--- src/rtl/gem_link_pkg.sv ---
// gem_link_pkg
// Shared definitions for the GEM trigger link:
//   - 8b/10b control and data characters used in trigger frames
//   - cluster geometry (N_CLUSTERS clusters of CLUSTER_W bits = 56-bit payload)
//   - idle word / K-flags sent while the link is not running
//   - frame-builder state enum
//   - select_kchar(): frame0 K-character priority (marker > overflow > idle comma)
package gem_link_pkg;

  localparam logic [7:0] K28_5 = 8'hBC;  // plain comma
  localparam logic [7:0] K28_7 = 8'hFC;  // latency marker
  localparam logic [7:0] K23_7 = 8'hF7;  // overflow flag
  localparam logic [7:0] D16_2 = 8'h50;  // idle filler data byte

  localparam int CLUSTER_W  = 14;
  localparam int N_CLUSTERS = 4;
  localparam int PAYLOAD_W  = CLUSTER_W * N_CLUSTERS;

  localparam logic [31:0] IDLE_WORD = {D16_2, K28_5, D16_2, K28_5};
  localparam logic [3:0]  IDLE_ISK  = 4'b0101;
  localparam logic [3:0]  F0_ISK    = 4'b0001;
  localparam logic [3:0]  F1_ISK    = 4'b0000;

  typedef enum logic [1:0] {
    ST_IDLE  = 2'd0,
    ST_ALIGN = 2'd1,
    ST_RUN   = 2'd2
  } state_e;

  // The marker wins over overflow; an overflow seen on a marker BX is carried
  // forward by the caller and reported on the next non-marker BX.
  function automatic logic [7:0] select_kchar(input logic marker, input logic ovf);
    logic [7:0] k;
    if (marker) begin
      k = K28_7;
    end else if (ovf) begin
      k = K23_7;
    end else begin
      k = K28_5;
    end
    return k;
  endfunction

endpackage

--- src/rtl/prbs7_gen.sv ---
// prbs7_gen
// Parallel PRBS-7 (x^7 + x^6 + 1, seed 0x7F) generator presenting the next 56
// sequence bits at once. Bit 0 of data_o is the earliest bit of the sequence.
// The register jumps 56 steps ahead on each cycle with advance high.
// Ports:
//   clk_i    in   clock
//   rst_ni   in   asynchronous active-low reset (reloads the seed)
//   advance  in   consume the current 56 bits and step to the next block
//   data_o   out  56-bit block of sequence bits
module prbs7_gen (
  input  logic        clk_i,
  input  logic        rst_ni,
  input  logic        advance,
  output logic [55:0] data_o
);

  localparam logic [6:0] SEED = 7'h7F;

  logic [6:0]  lfsr_q;
  logic [6:0]  lfsr_d;
  logic [55:0] block_s;

  // Unroll 56 LFSR steps: each step emits one bit and shifts it in.
  always_comb begin
    logic [6:0] s;
    logic       nb;
    s       = lfsr_q;
    nb      = 1'b0;
    block_s = 56'h0;
    for (int i = 0; i < 56; i++) begin
      nb         = s[6] ^ s[5];
      block_s[i] = nb;
      s          = {s[5:0], nb};
    end
    if (advance) begin
      lfsr_d = s;
    end else begin
      lfsr_d = lfsr_q;
    end
  end

  // LFSR state register.
  always_ff @(posedge clk_i or negedge rst_ni) begin
    if (!rst_ni) begin
      lfsr_q <= SEED;
    end else begin
      lfsr_q <= lfsr_d;
    end
  end

  assign data_o = block_s;

endmodule

--- src/rtl/gem_frame_builder.sv ---
// gem_frame_builder
// Builds the two-word per-BX trigger frame for one GEM trigger fiber.
//   frame0 = {payload[23:0], K}  isk 0001   (K = FC marker / F7 overflow / BC)
//   frame1 = payload[55:24]      isk 0000
// An FC marker goes out every BX_PERIOD BX; overflow on a marker BX is deferred
// to the next BX so it is never lost. inj_err flips bit 0 of the next frame1.
// Optional build macro: GEM_FRAME_PRBS_EN -- compiles in a PRBS-7 payload
// source selected by ena_test_pat (sampled at phase 0). Without it,
// ena_test_pat is ignored and the payload is always gem_data.
// Ports:
//   usrclk2       in   80 MHz TX user clock, 2 cycles per BX
//   reset_n       in   async active-low reset (deassertion synchronized)
//   link_ready    in   GTX TX ready; low forces IDLE on the next edge
//   gem_data      in   {cluster3, cluster2, cluster1, cluster0}
//   gem_overflow  in   cluster overflow for this BX
//   ena_test_pat  in   send PRBS payload (only with GEM_FRAME_PRBS_EN)
//   inj_err       in   pulse: corrupt bit 0 of the next frame1
//   tx_data       out  32-bit word to GTX, byte [7:0] first
//   tx_isk        out  per-byte K flags
//   ltncy_trig    out  pulse with every FC frame0
//   strt_ltncy    out  pulse with the first FC frame0 after ALIGN
module gem_frame_builder
  import gem_link_pkg::*;
#(
  parameter int BX_PERIOD = 128
) (
  input  logic                 usrclk2,
  input  logic                 reset_n,
  input  logic                 link_ready,
  input  logic [PAYLOAD_W-1:0] gem_data,
  input  logic                 gem_overflow,
  input  logic                 ena_test_pat,
  input  logic                 inj_err,
  output logic [31:0]          tx_data,
  output logic [3:0]           tx_isk,
  output logic                 ltncy_trig,
  output logic                 strt_ltncy
);

  localparam int              CNT_W    = (BX_PERIOD > 1) ? $clog2(BX_PERIOD) : 1;
  localparam logic [CNT_W-1:0] CNT_LAST = CNT_W'(BX_PERIOD - 1);
  localparam logic [CNT_W-1:0] CNT_ZERO = {CNT_W{1'b0}};
  localparam logic [CNT_W-1:0] CNT_ONE  = CNT_W'(1);

  logic [1:0]           rst_sync_q;
  logic                 rst_n_s;
  logic [PAYLOAD_W-1:0] payload_s;

  state_e               state_q, state_d;
  logic                 phase_q, phase_d;
  logic [CNT_W-1:0]     bx_cnt_q, bx_cnt_d;
  logic                 first_q, first_d;
  logic                 ovf_pend_q, ovf_pend_d;
  logic                 err_pend_q, err_pend_d;
  logic [31:0]          hi_q, hi_d;
  logic [31:0]          tx_data_q, tx_data_d;
  logic [3:0]           tx_isk_q, tx_isk_d;
  logic                 ltncy_q, ltncy_d;
  logic                 strt_q, strt_d;

  logic                 marker_s;
  logic                 ovf_any_s;
  logic                 err_now_s;

  // Reset synchronizer: assert immediately, release after two clock edges.
  always_ff @(posedge usrclk2 or negedge reset_n) begin
    if (!reset_n) begin
      rst_sync_q <= 2'b00;
    end else begin
      rst_sync_q <= {rst_sync_q[0], 1'b1};
    end
  end

  assign rst_n_s = rst_sync_q[1];

`ifdef GEM_FRAME_PRBS_EN
  logic [PAYLOAD_W-1:0] prbs_s;
  logic                 prbs_adv_s;

  // One 56-bit block per BX, consumed only when the test pattern is sent.
  assign prbs_adv_s = link_ready && (state_q == ST_RUN) && !phase_q && ena_test_pat;

  prbs7_gen u_prbs7_gen (
    .clk_i   (usrclk2),
    .rst_ni  (rst_n_s),
    .advance (prbs_adv_s),
    .data_o  (prbs_s)
  );

  assign payload_s = ena_test_pat ? prbs_s : gem_data;
`else
  logic unused_test_pat_s;
  assign unused_test_pat_s = ena_test_pat;
  assign payload_s         = gem_data;
`endif

  assign marker_s  = (bx_cnt_q == CNT_ZERO);
  assign ovf_any_s = gem_overflow | ovf_pend_q;
  // A pulse arriving in the same cycle a frame1 is built still lands on it.
  assign err_now_s = err_pend_q | inj_err;

  // Next-state and next-output logic for the frame FSM.
  always_comb begin
    state_d    = state_q;
    phase_d    = phase_q;
    bx_cnt_d   = bx_cnt_q;
    first_d    = first_q;
    ovf_pend_d = ovf_pend_q;
    err_pend_d = err_now_s;
    hi_d       = hi_q;
    tx_data_d  = tx_data_q;
    tx_isk_d   = tx_isk_q;
    ltncy_d    = 1'b0;
    strt_d     = 1'b0;

    if (!link_ready) begin
      // Abandon any half-sent BX; pending error/overflow are kept.
      state_d   = ST_IDLE;
      phase_d   = 1'b0;
      tx_data_d = IDLE_WORD;
      tx_isk_d  = IDLE_ISK;
    end else begin
      case (state_q)
        ST_IDLE: begin
          state_d   = ST_ALIGN;
          tx_data_d = IDLE_WORD;
          tx_isk_d  = IDLE_ISK;
        end
        ST_ALIGN: begin
          state_d   = ST_RUN;
          phase_d   = 1'b0;
          bx_cnt_d  = CNT_ZERO;
          first_d   = 1'b1;
          tx_data_d = IDLE_WORD;
          tx_isk_d  = IDLE_ISK;
        end
        ST_RUN: begin
          if (!phase_q) begin
            hi_d      = payload_s[PAYLOAD_W-1:24];
            tx_data_d = {payload_s[23:0], select_kchar(marker_s, ovf_any_s)};
            tx_isk_d  = F0_ISK;
            phase_d   = 1'b1;
            if (marker_s) begin
              ovf_pend_d = ovf_any_s;
              ltncy_d    = 1'b1;
              strt_d     = first_q;
              first_d    = 1'b0;
            end else begin
              ovf_pend_d = 1'b0;
            end
          end else begin
            tx_data_d  = hi_q ^ {31'h0, err_now_s};
            tx_isk_d   = F1_ISK;
            err_pend_d = 1'b0;
            phase_d    = 1'b0;
            if (bx_cnt_q == CNT_LAST) begin
              bx_cnt_d = CNT_ZERO;
            end else begin
              bx_cnt_d = bx_cnt_q + CNT_ONE;
            end
          end
        end
        default: begin
          state_d   = ST_IDLE;
          phase_d   = 1'b0;
          tx_data_d = IDLE_WORD;
          tx_isk_d  = IDLE_ISK;
        end
      endcase
    end
  end

  // Frame FSM state and registered outputs.
  always_ff @(posedge usrclk2 or negedge rst_n_s) begin
    if (!rst_n_s) begin
      state_q    <= ST_IDLE;
      phase_q    <= 1'b0;
      bx_cnt_q   <= CNT_ZERO;
      first_q    <= 1'b0;
      ovf_pend_q <= 1'b0;
      err_pend_q <= 1'b0;
      hi_q       <= 32'h0;
      tx_data_q  <= IDLE_WORD;
      tx_isk_q   <= IDLE_ISK;
      ltncy_q    <= 1'b0;
      strt_q     <= 1'b0;
    end else begin
      state_q    <= state_d;
      phase_q    <= phase_d;
      bx_cnt_q   <= bx_cnt_d;
      first_q    <= first_d;
      ovf_pend_q <= ovf_pend_d;
      err_pend_q <= err_pend_d;
      hi_q       <= hi_d;
      tx_data_q  <= tx_data_d;
      tx_isk_q   <= tx_isk_d;
      ltncy_q    <= ltncy_d;
      strt_q     <= strt_d;
    end
  end

  assign tx_data    = tx_data_q;
  assign tx_isk     = tx_isk_q;
  assign ltncy_trig = ltncy_q;
  assign strt_ltncy = strt_q;

endmodule

--- config.mk ---
export PLATFORM = sky130hd
export DESIGN_NAME = gem_frame_builder
export DESIGN_NICKNAME = d
export VERILOG_FILES = /design/src/rtl/gem_link_pkg.sv /design/src/rtl/prbs7_gen.sv /design/src/rtl/gem_frame_builder.sv
export SDC_FILE = /design/constraint.sdc
export NUM_CORES = 1
export LEC_CHECK = 0
export ABC_CLOCK_PERIOD_IN_PS = 2900
export CELL_PAD_IN_SITES_DETAIL_PLACEMENT = 1
export CELL_PAD_IN_SITES_GLOBAL_PLACEMENT = 1
export CORE_ASPECT_RATIO = 1.5
export CORE_MARGIN = 1
export CORE_UTILIZATION = 40
export CTS_CLUSTER_SIZE = 8
export DETAILED_ROUTE_END_ITERATION = 6
export DONT_BUFFER_PORTS = 1
export PLACE_DENSITY = 0.7
export SETUP_SLACK_MARGIN = 0.5
export SLEW_MARGIN = 20
export SYNTH_ARGS = -nofsm -noshare
export SYNTH_HDL_FRONTEND = slang
export SYNTH_SLANG_ARGS = --single-unit
--- constraint.sdc ---
create_clock -name usrclk2 -period 2.9 [get_ports usrclk2]
set_input_delay 0.435 -clock usrclk2 [delete_from_list [all_inputs] [get_ports usrclk2]]
set_output_delay 0.435 -clock usrclk2 [all_outputs]
set_load 0.05 [all_outputs]
-- Word level (Yosys, flattened, before mapping)
Index checks and enable logic that the tools add are counted.
- add/subtract/negate cells: 1
- eq/ne operators: 8
- multiplexer cells: 31
- bitwise operators: 4
- reduce and logical (&&, ||, !) cells: 6
- operator list (operator ; count):
    32-bit two-way mux ; 3
    32-bit by 1-bit bitwise XOR with 32-bit output ; 1
    7-bit two-way mux ; 4
    1-bit two-way mux ; 17
    7-bit one-hot mux with 2 select lines ; 1
    2-bit inequality test, second input constant ; 5
    7-bit by 1-bit adder with 7-bit output, second input constant ; 1
    7-bit equality test, second input constant ; 1
    7-bit logical NOT ; 1
    3-bit two-way mux ; 2
    2-bit one-hot mux with 3 select lines ; 1
    3-bit AND reduction ; 2
    1-bit one-hot mux with 2 select lines ; 2
    4-bit AND reduction ; 1
    2-bit by 1-bit equality test with 1-bit output, second input constant ; 1
    2-bit equality test, second input constant ; 1
    2-bit logical NOT ; 1
    2-bit two-way mux ; 1
    1-bit bitwise OR ; 2
    2-bit nonzero test ; 1
    1-bit inverter ; 1
- flip-flop bits (word level): 85
- input port bits: 62
- output and inout port bits: 38
- logic and storage cells: 62

-- Logic depth before layout (Yosys ltp)
- word-level depth: 6
- depth in mapped cells: 9
- mapped depth without buffers: 7

-- Worst setup path after synthesis
No wires, ideal clock.
- path kind: register to register
- start: reg state_q[0]
- end: reg bx_cnt_q[6]
- data arrival time: 1.429 ns
- data required time: 2.776 ns
- path slack: 1.347 ns
- cell stages (with the launch flop): 7
- clock period less this slack: 1.553 ns
- cells stage by stage: dfrtp_1 inv_1 ha_1 and2_1 o21ai_4 and4bb_1 a211o_1
- longest elaborated chain between the ends: 3
- RTL lines (what ; RTL line ; RTL):
    start, declared ; gem_frame_builder.sv:49 ; state_e state_q, state_d;
    start signal, assigned ; gem_frame_builder.sv:188 ; state_q <= state_d;
    2-bit equality test / 2-bit by 1-bit equality test with 1-bit output (equally long branches) ; gem_frame_builder.sv:123 ; case (state_q)
    2-bit inequality test (no line) / 2-bit nonzero test (equally long branches) ; n/a ;
    3-bit AND reduction (no line) ; n/a ;
    end signal, assigned ; gem_frame_builder.sv:190 ; bx_cnt_q <= bx_cnt_d;
    end, declared ; gem_frame_builder.sv:51 ; logic [CNT_W-1:0] bx_cnt_q, bx_cnt_d;
Parallel ways exist; a longest one is shown, timed or not.
A chain may end at the register's enable or synchronous reset.

-- Final worst setup path
Ends and elaborated chain as after synthesis.

==> qor.yml <==
outcome:
  outcome: "finished, final reports clean"
route:
  detail-route-antenna-nets: 0
  drcViolationCount: 0
  routed_via_density: 5.17
  wl_per_cell_um: 17.2
  routed_wl_um: 7680
  drt_iter0_drc: 94
  num_vias: 2309
  first_pass_iters: 4
pwr:
  netSwitchingPower_uw: 840
  vdd_drop_max_uv: 360
  p_int_uw: 2150
  seqPwrFrac_pct: 54.0
  p_clk_share_pct: 33.7
  powerDensity_nw_per_um2: 783
  swShare_pct: 28.1
  p_leak_uw: 0.00177
  combPwrFrac_pct: 12.3
layout:
  mostFrequentLayoutCell: "nand2_1"
  drive_gt1_share_pct: 13.8
  nets: 402
  n_antenna_cell: 0
  num-fill-cells: 946
  syn_to_final_growth_pct: 9.77
  final_cell_mix: "113 x nand2_1, 65 x dfrtp_1, 26 x mux2i_1"
sta:
  setup_tns_ps: 0
  setup_slack_ps: 1060
  slew_viol_final: 0
  hold_viol_final: 0
  setup_viol: 0
  min_period_ps: 1840
  post-route-period-util_pct: 63.4
  rsz0062_at_grt: "false"
  fmax_mhz: 544
  finalClockSkew_ps: 5.09
  tightest_slew_ps: 538
  hold_slack_ps: 185
  relSlewSlack_pct: 64.1
critical_path:
  max_stage_delay_ps: 370
  crit_type: "flip-flop to flip-flop"
  critPathCaptureType: "flip-flop"
  r2r_end: "bx_cnt_q[6]"
  crit_path_top_delay_cell: "dfrtp_1"
  endpoint: "bx_cnt_q[6]"
  crit_path_start: "state_q[0]"
  crit_fanout: 14
  critPathArrivalTime_ps: 2060
  reg2reg_slack_ps: 1060
  cp.required_ps: 3120
  ff2ff_path_depth: 7
  path_cells: "inv_1 -> ha_1 -> buf_4 -> and2_1 -> o21ai_4 -> and4bb_1 -> a211o_1"
  r2r_start: "state_q[0]"
  start_kind: "flip-flop"
logic_synthesis:
  async_flop_share_pct: 100
  synth_cells: 333
  synth_compound_area_share_pct: 4.89
  synth-simple-area-share_pct: 20.5
  yosysUniqueCellTypes: 42
  syn_area_um2: 3480
  synthXorXnorAreaFrac_pct: 0.503
  yosys.area_share.adder_pct: 1.80
  ys_warn_count: 0
  synth_top_family_by_area: "simple AND/OR/NAND/NOR gates"
  avgSynthCellArea_um2: 10.5
  yosys_register_bits: 83
  synth_edf_count: 0
  ys_seq_area_share_pct: 60.2
  ys.flop_type: "dfrtp_1"
  synthMuxAreaShare_pct: 7.47
clock_network:
  cts_tree: "yes"
  cts.sinks: 83
  cts_made_buffers: 9
  path_clk_slew_ps: 60
  clockBufferDepth: 2
  cts_resized: 0
  h-tree-depth: 3
  insertion_delay_ps: 330
  clock-root-buffer: "clkbuf_16"
placed_design:
  portBuffers: 0
  place_congestion: 0.739
  place_hpwl_um: 5340
  place_ws_ps: 1050
floorplanning:
  die_w_um: 78.2
  die_height_um: 116
  start_util_pct: 41.4
  dieArea_um2: 9090
  core_um2: 8410
  placementRows: 41
  pin_count: 100
grt:
  grt_pass1_wl_um: 12700
  grt_pass1_vias: 2534
  track_usage_pct: 18.7
  grt_overflow: 0
  grt_max_degree: 42
  antenna_found_initial: 0
flow_run:
  cap_viol_max_count: 0
worst_hold_path:
  hold_class: "primary input to flip-flop"
==> cell type report <==
type,count,area (um2),area share (%)
tap,107,134,3.50
clock inverter,3,15.0,0.393
sequential,83,2100,55.0
inverter,7,26.3,0.687
multi-input combinational,225,1240,32.3
clock buffer,13,240,6.28
timing repair buffer,9,70.1,1.83
==> stage by stage <==
| stage | total power [uW] | area (um2) | utilization (%) | std cells |
|---|---|---|---|---|
| floorplan | 1900 | 3490 | - | 334 |
| global placement | 1970 | 3560 | 42.3 | 430 |
| detailed placement | 2010 | 3560 | 42.3 | 430 |
| CTS | 3030 | 3820 | 45.4 | 447 |
| global route | 3170 | 3820 | 45.4 | 447 |
| finish | 2990 | 3820 | 45.4 | 447 |
==> per-layer routing <==
metal	vias up	share of wire [%]	GRT usage, %	routed length (um)
li1	1067	-	-	-
met1	1168	39	20.9	3000
met2	57	54	32.9	4120
met3	17	4.5	3.83	345
met4	0	2.8	10.9	217
met5	-	0	0	0
==> synth_stat cells, types with 3 or more instances <==
library cell    n  area share (%)
inv_1           6            0.65
clkbuf_1        5            0.54
dfstp_2        16              12
buf_2           6            0.86
buf_6           5             1.6
and3_1          4            0.72
dfrtp_1        67              48
nand4_1         3            0.54
buf_4           3            0.65
nand2b_1        6             1.1
nor2_1         22             2.4
nand2_1       113              12
a21oi_1         7             1.0
ha_1            5             1.8
o21ai_0         6            0.86
mux2i_1        26             7.5
nand3_1         3            0.43
==> worst max-delay path: cells and delay by family (launching register included) <==
family / cells / cell delay, ps
buf+inv: 2 / 270
flops: 1 / 370
simple gates: 2 / 440
fa+ha+maj: 1 / 210
compound gates: 2 / 440
==> power by group through the flow <==
stage               Combinational [uW]  Sequential [uW]  Clock [uW]
CTS                                379             1620        1030
detailed placement                 373             1640           0
finish                             367             1620        1010
global route                       439             1650        1080
global placement                   352             1620           0
floorplan                          312             1590           0
==> flip-flops by register name, indices dropped and copies added (netlist names), 2 cells and up <==
signal	count
state_q	2
bx_cnt_q	7
tx_data	32
hi_q	32
rst_sync_q	2
tx_isk	2
==> worst min path at each step <==
stage | end | cells past startpoint | start | slack, ps
3_5_place_dp | rst_sync_q[0] | 0 | reset_n | 140
5_1_grt | bx_cnt_q[4] | 1 | link_ready | 170
4_1_cts | bx_cnt_q[4] | 1 | link_ready | 180
6_report | bx_cnt_q[4] | 1 | link_ready | 190
2_1_floorplan | rst_sync_q[0] | 0 | reset_n | 140
3_3_place_gp | rst_sync_q[0] | 0 | reset_n | 140
==> repair_timing <==
item / CTS / global route
hold endpoints to repair: 2 / 0
setup endpoints to repair: 0 / 0
hold buffers: 1 / 0
buffers inserted: 0 / 0
==> cells by family (layout without fill, tap and decap cells) <==
logic type | after synthesis | count (layout)
compound gates | 25 | 25
xor+xnor | 2 | 2
fa+ha+maj | 5 | 5
buf+inv | 26 | 32
flops | 83 | 83
mux | 26 | 26
other cells | 2 | 3
simple gates | 164 | 164
Note: power is estimated with default switching activity, not from simulation.
